==> src/rtl/bcd_timer_pkg.sv <==
// Shared types and helpers for the BCD countdown timer.
// Holds the FSM state encoding, the BCD digit type and the digit clamp.
package bcd_timer_pkg;

  typedef enum logic [1:0] {
    ST_IDLE    = 2'd0,
    ST_RUN     = 2'd1,
    ST_PAUSED  = 2'd2,
    ST_EXPIRED = 2'd3
  } state_t;

  typedef logic [3:0] bcd_digit_t;

  localparam bcd_digit_t BCD_MAX = 4'd9;

  function automatic bcd_digit_t bcd_clamp(input logic [3:0] d);
    return (d > BCD_MAX) ? BCD_MAX : d;
  endfunction

endpackage

==> src/rtl/bcd_down_timer_if.sv <==
// Control and status bundle between panel logic and the countdown timer.
// Master drives the control strobes; slave (the timer) drives count and status.
interface bcd_down_timer_if #(parameter int DIGITS = 4);
  logic                  load;
  logic [4*DIGITS-1:0]   load_val;
  logic                  start;
  logic                  pause;
  logic                  tick;
  logic [4*DIGITS-1:0]   count;
  logic                  busy;
  logic                  done;
  logic                  zero;

  modport master (
    output load, load_val, start, pause, tick,
    input  count, busy, done, zero
  );

  modport slave (
    input  load, load_val, start, pause, tick,
    output count, busy, done, zero
  );
endinterface

==> src/rtl/bcd_down_digit.sv <==
// One BCD digit of the down-counter: load, or decrement with 0 -> 9 wrap.
// Latency: digit updates one cycle after load/dec_in; no backpressure, strobes always taken.
module bcd_down_digit
  import bcd_timer_pkg::*;
(
  input  logic       clk,
  input  logic       rst,
  input  logic       load,
  input  bcd_digit_t load_digit,
  input  logic       dec_in,
  output bcd_digit_t digit,
  output logic       is_zero,
  output logic       borrow_out
);

  assign is_zero    = (digit == 4'd0);
  assign borrow_out = dec_in & is_zero;

  always_ff @(posedge clk) begin
    if (rst) begin
      digit <= 4'd0;
    end else if (load) begin
      digit <= load_digit;
    end else if (dec_in) begin
      digit <= is_zero ? BCD_MAX : digit - 4'd1;
    end
  end

endmodule

==> src/rtl/bcd_down_timer.sv <==
// Multi-digit BCD countdown timer; BCD_DOWN_TIMER_AUTO_RELOAD_EN makes it periodic.
// Latency: count/busy/done update one cycle after the qualifying input; no backpressure.
module bcd_down_timer
  import bcd_timer_pkg::*;
#(
  parameter int DIGITS = 4
) (
  input  logic             clk,
  input  logic             rst,
  bcd_down_timer_if.slave  bus
);

  localparam int W = 4 * DIGITS;

  state_t              state;
  logic                busy_q;
  logic                done_q;
  logic [W-1:0]        preset;
  logic [W-1:0]        count_int;
  logic [W-1:0]        load_clamped;
  logic [W-1:0]        digit_src;
  logic [DIGITS-1:0]   dig_zero;
  logic [DIGITS-1:0]   dec;
  logic                borrow_unused;
  logic                last_step;
  logic                reload;
  logic                dig_load;

  always_comb begin
    load_clamped = '0;
    for (int i = 0; i < DIGITS; i++) begin
      load_clamped[4*i +: 4] = bcd_clamp(bus.load_val[4*i +: 4]);
    end
  end

  // The tick that takes count from 0..01 to 0 ends (or, periodic, restarts) the run.
  assign last_step = (state == ST_RUN) && !bus.load && !bus.pause && bus.tick &&
                     (count_int == W'(1));

`ifdef BCD_DOWN_TIMER_AUTO_RELOAD_EN
  assign reload = last_step && (preset != '0);
`else
  assign reload = 1'b0;
`endif

  assign dig_load  = bus.load | reload;
  assign digit_src = bus.load ? load_clamped : preset;
  assign dec[0]    = (state == ST_RUN) && bus.tick && !bus.load && !bus.pause && !reload;

  for (genvar i = 0; i < DIGITS; i++) begin : g_digit
    if (i < DIGITS - 1) begin : g_mid
      bcd_down_digit u_digit (
        .clk        (clk),
        .rst        (rst),
        .load       (dig_load),
        .load_digit (digit_src[4*i +: 4]),
        .dec_in     (dec[i]),
        .digit      (count_int[4*i +: 4]),
        .is_zero    (dig_zero[i]),
        .borrow_out (dec[i+1])
      );
    end else begin : g_top
      bcd_down_digit u_digit (
        .clk        (clk),
        .rst        (rst),
        .load       (dig_load),
        .load_digit (digit_src[4*i +: 4]),
        .dec_in     (dec[i]),
        .digit      (count_int[4*i +: 4]),
        .is_zero    (dig_zero[i]),
        .borrow_out (borrow_unused)
      );
    end
  end

  always_ff @(posedge clk) begin
    if (rst) begin
      state  <= ST_IDLE;
      busy_q <= 1'b0;
      done_q <= 1'b0;
      preset <= '0;
    end else begin
      done_q <= 1'b0;
      if (bus.load) begin
        preset <= load_clamped;
        state  <= ST_IDLE;
        busy_q <= 1'b0;
      end else begin
        case (state)
          ST_IDLE: begin
            if (bus.start) begin
              if (&dig_zero) begin
                state <= ST_EXPIRED;
              end else begin
                state  <= ST_RUN;
                busy_q <= 1'b1;
              end
            end
          end
          ST_RUN: begin
            if (bus.pause) begin
              state  <= ST_PAUSED;
              busy_q <= 1'b0;
            end else if (last_step) begin
              done_q <= 1'b1;
              if (!reload) begin
                state  <= ST_EXPIRED;
                busy_q <= 1'b0;
              end
            end
          end
          ST_PAUSED: begin
            if (bus.start) begin
              state  <= ST_RUN;
              busy_q <= 1'b1;
            end
          end
          default: ;
        endcase
      end
    end
  end

  assign bus.count = count_int;
  assign bus.busy  = busy_q;
  assign bus.done  = done_q;
  assign bus.zero  = &dig_zero;

endmodule

==> src/flat_wrapper.sv <==
// flat-port wrapper written by rule: the top's interface ports become plain ports
module bcd_down_timer_flat import bcd_timer_pkg::*;
#(
  parameter int DIGITS = 4
)
  (clk, rst, bus_load, bus_load_val, bus_start, bus_pause, bus_tick, bus_count, bus_busy, bus_done, bus_zero);
  bcd_down_timer_if #(.DIGITS(DIGITS)) bus_i ();
  input  logic clk;
  input  logic rst;
  input wire logic [$bits(bus_i.load)-1:0] bus_load;
  input wire logic [$bits(bus_i.load_val)-1:0] bus_load_val;
  input wire logic [$bits(bus_i.start)-1:0] bus_start;
  input wire logic [$bits(bus_i.pause)-1:0] bus_pause;
  input wire logic [$bits(bus_i.tick)-1:0] bus_tick;
  output wire logic [$bits(bus_i.count)-1:0] bus_count;
  output wire logic [$bits(bus_i.busy)-1:0] bus_busy;
  output wire logic [$bits(bus_i.done)-1:0] bus_done;
  output wire logic [$bits(bus_i.zero)-1:0] bus_zero;
  assign bus_i.load = bus_load;
  assign bus_i.load_val = bus_load_val;
  assign bus_i.start = bus_start;
  assign bus_i.pause = bus_pause;
  assign bus_i.tick = bus_tick;
  assign bus_count = bus_i.count;
  assign bus_busy = bus_i.busy;
  assign bus_done = bus_i.done;
  assign bus_zero = bus_i.zero;
  bcd_down_timer #(.DIGITS(DIGITS)) u_core (.clk(clk), .rst(rst), .bus(bus_i));
endmodule
==> config.mk <==
export PLATFORM = sky130hd
export DESIGN_NAME = bcd_down_timer_flat
export DESIGN_NICKNAME = d
export VERILOG_FILES = /design/src/rtl/bcd_timer_pkg.sv /design/src/rtl/bcd_down_timer_if.sv /design/src/rtl/bcd_down_digit.sv /design/src/rtl/bcd_down_timer.sv /design/src/flat_wrapper.sv
export SDC_FILE = /design/constraint.sdc
export NUM_CORES = 1
export LEC_CHECK = 0
export BUFFER_PORTS_ARGS = -buffer_cell sky130_fd_sc_hd__buf_2
export CAP_MARGIN = 20
export CELL_PAD_IN_SITES_DETAIL_PLACEMENT = 1
export CELL_PAD_IN_SITES_GLOBAL_PLACEMENT = 2
export CORE_MARGIN = 1.5
export CORE_UTILIZATION = 28
export DETAILED_ROUTE_END_ITERATION = 12
export GPL_ROUTABILITY_DRIVEN = 0
export PLACE_DENSITY = 0.85
export SYNTH_ARGS = -nofsm -noshare
export SYNTH_HDL_FRONTEND = slang
export SYNTH_SLANG_ARGS = --single-unit
==> constraint.sdc <==
create_clock -name clk -period 2.16 [get_ports clk]
set_input_delay 0.324 -clock clk [delete_from_list [all_inputs] [get_ports clk]]
set_output_delay 0.324 -clock clk [all_outputs]
set_load 0.01 [all_outputs]
==> summary.txt <==
CTS
  • Cts bufs inserted: 3
  • Clock transition at path regs: 0.07 ns
  • Worst-Skew Late Latency: 0.26 ns
  • Htree depth: 1
  • Clk sinks: 20
  • Post-CTS Hold Fix Bufs: 0
  • Root buffer cell: clkbuf_8
  • Clock Path Buffers: 2
  • Setup bufs post-CTS: 0
  • CTS tree: built

Synth
  • Count leader, synth: dfxtp_1
  • Mapped Area: 1230 um2
  • Sequential share of the synthesized area: 0.327
  • Synth area leaders: dfxtp_1 33%, nor2_1 5.5%, nand2_1 4.6%
  • Primary FF master, synth: dfxtp_1
  • Top cells by count, synth: 20 x dfxtp_1, 18 x nor2_1, 15 x nand2_1
  • #FFs+latches synth: 20
  • Net Count, Synth: 173
  • Most area-hungry cell type in the Yosys netlist: dfxtp_1
  • Post-synth ARST share: 0
  • Post-Synthesis Cells: 147
  • Area fraction of the dominant cell type after synthesis: 0.327
  • Syn_area_per_cell: 8.34 um2
  • Synth Warn #: 0
  • Distinct cells, synth: 45
  • Post-synth EDFFs: 0

Global route
  • First-pass GRT wire length: 6.43 mm
  • Antenna violations before repair: 0
  • Gr usage total: 0.161
  • GR Overflow Total: 0
  • Vias in the first global route: 1351
  • Largest net degree at the start of global routing: 22

Setup path
  • Worst path slowest cell: nor4_2
  • Worst setup SP type: flip-flop
  • Delay-heaviest family, CP: simple AND/OR/NAND/NOR gates
  • Slack of the worst reg-to-reg path: 0.15 ns
  • Critical path endpoint category: primary output
  • Reg2Reg Launch Point: u_core.state[1]
  • Worst Path Buf+Inv: 2
  • Worst path max stage delay: 0.40 ns
  • Critical Setup Path Class: reg -> out
  • Reg2Reg Depth: 8
  • Reg2Reg Capture Point: u_core.g_digit[2].g_mid.u_digit.digit[0]
  • CP max FO: 3
  • Worst EP required: 1.84 ns
  • Worst-path cell chain: nor4_2 > nand4_1 > buf_4 > nor2_1 > buf_2
  • CP Data Arrival Time: 1.72 ns

Cells and area
  • Ant diodes: 0
  • Nets@finish: 223
  • Design Area, Final: 1600 um2
  • Share of post-route cells with drive strength above 1: 0.338
  • Non-filler cells, final: 245
  • Area grow syn2layout: 30.1%

STA
  • Worst Skew: 0.00158 ns
  • Final Hold Fails: 0
  • Post-Route Setup TNS: 0 ns
  • Tmin final: 2.04 ns
  • Hold_ws: 0.280 ns
  • Final setup violation count: 0
  • Crit share post-route: 0.945
  • Pins over their slew limit: 0
  • Measured slew at the worst slew-check pin: 0.645 ns
  • Peak Freq: 490 MHz
  • RSZ-0062 raised after global routing: no
  • Slew headroom: 0.569

Floorplanning
  • Core area: 4120 um2
  • Initial Utilization: 0.298
  • Die Wd: 69.2 um
  • Site row count: 23
  • Die Footprint: 4790 um2
  • DIE HEIGHT: 69.2 um
  • I/O pin total: 41

Min path
  • Hold Path Class: in -> reg
  • Hold_sp: bus_load_val[5]
  • Hold endpoint: u_core.g_digit[1].g_mid.u_digit.digit[1]
  • Hold path depth: 3

Drt
  • Final wirelength: 3.77 mm
  • DR iter-0 viols: 44
  • DRC viols: 0
  • Via count: 1277
  • Drt pass-1 iters: 4
  • Vias per inst: 5.21
  • Final ANT Viol Nets: 0
  • Wire per inst: 15.4 um

Status
  • Outcome: finished clean

Power and ir drop
  • Static leakage: 0.657 nW
  • PwrDens: 544 nW/um2
  • Peak VDD IR: 0.310 mV
  • Post-layout power: 0.867 mW

Place
  • Dpl hpwl: 2.96 mm
  • Placed Instance Area: 1540 um2
  • Placed Cells: 242
  • Number of I/O port buffers: 40

Job
  • # Max-Cap Violations: 0
kinds of logic after synthesis:
group,count (synthesis),synth area share
XOR/XNOR,5,0.0357
flip-flops,20,0.327
AND/OR/NAND/NOR,64,0.299
buffers and inverters,11,0.0367
multiplexers,4,0.0327
adder cells (fa/ha/maj),4,0.0408
AO/OA/AOI/OAI,39,0.229
per-stage QoR:
stage / util / setup WS, ns
6_report: 0.388 / 0.119
3_3_place_gp: 0.375 / 0.102
2_1_floorplan: - / 0.221
5_1_grt: 0.388 / 0.00274
4_1_cts: 0.386 / 0.0549
3_5_place_dp: 0.375 / 0.0206
what timing repair did:
item / 4_1_cts / 5_1_grt
hold endpoints to repair: 0 / 0
resized for setup: 1 / 3
setup endpoints to repair: 1 / 7
pin swaps: 0 / 0
layout make-up:
| cell class | instances | area [um2] |
|---|---|---|
| fill | 513 | 2520 |
| multi-input combinational | 116 | 793 |
| sequential | 20 | 400 |
| timing repair buffer | 50 | 275 |
| tap | 50 | 62.6 |
| clock buffer | 3 | 41.3 |
| inverter | 6 | 22.5 |
worst min-delay path, stage by stage:
cell and delay [ns]:
buf_2 0.08, nand2_1 0.04, o21ai_0 0.06
cells in the final DEF, fill, tap and decap left out, types with 4 or more instances in the layout:
| cell type | n |
|---|---|
| a21oi_1 | 6 |
| a311oi_1 | 4 |
| buf_2 | 40 |
| buf_4 | 10 |
| dfxtp_1 | 20 |
| inv_1 | 6 |
| mux2i_1 | 4 |
| nand2_1 | 15 |
| nor2_1 | 18 |
| nor3_1 | 6 |
| o21ai_0 | 8 |
| xnor2_1 | 4 |
power breakdown:
part	total (mW)	switching, mW	internal, mW
Combinational	0.199	0.107	0.0919
Clock	0.252	0.128	0.124
Sequential	0.416	0.0267	0.389
state kept, by name (all words and copies together), names as in the netlist:
signal	flops
u_core.g_digit.g_mid.u_digit.digit	12
u_core.state	2
u_core.bus.busy	1
u_core.bus.done	1
u_core.g_digit.g_top.u_digit.digit	4
how the worst max path moves through the flow:
stage	from	to	slack, ns	cells after the start
after CTS	u_core.g_digit[2].g_mid.u_digit.digit[1]	bus_zero	0.05	5
after detailed placement	u_core.state[1]	u_core.g_digit[2].g_mid.u_digit.digit[0]	0.02	8
after floorplan	u_core.state[1]	u_core.g_digit[1].g_mid.u_digit.digit[2]	0.22	8
after global placement	u_core.state[1]	u_core.g_digit[2].g_mid.u_digit.digit[0]	0.10	8
final	u_core.g_digit[1].g_mid.u_digit.digit[3]	bus_zero	0.12	5
after global routing	u_core.g_digit[1].g_mid.u_digit.digit[3]	bus_zero	0.003	5
metal layers:
layer | part of all wire | wire length (um) | GRT usage
met2 | 0.47 | 1770 | 0.275
met5 | 0 | 0 | 0
met1 | 0.48 | 1820 | 0.213
met3 | 0.040 | 152 | 0.0334
met4 | 0.0050 | 19 | 0.0240
(Power assumes the default switching activity.)
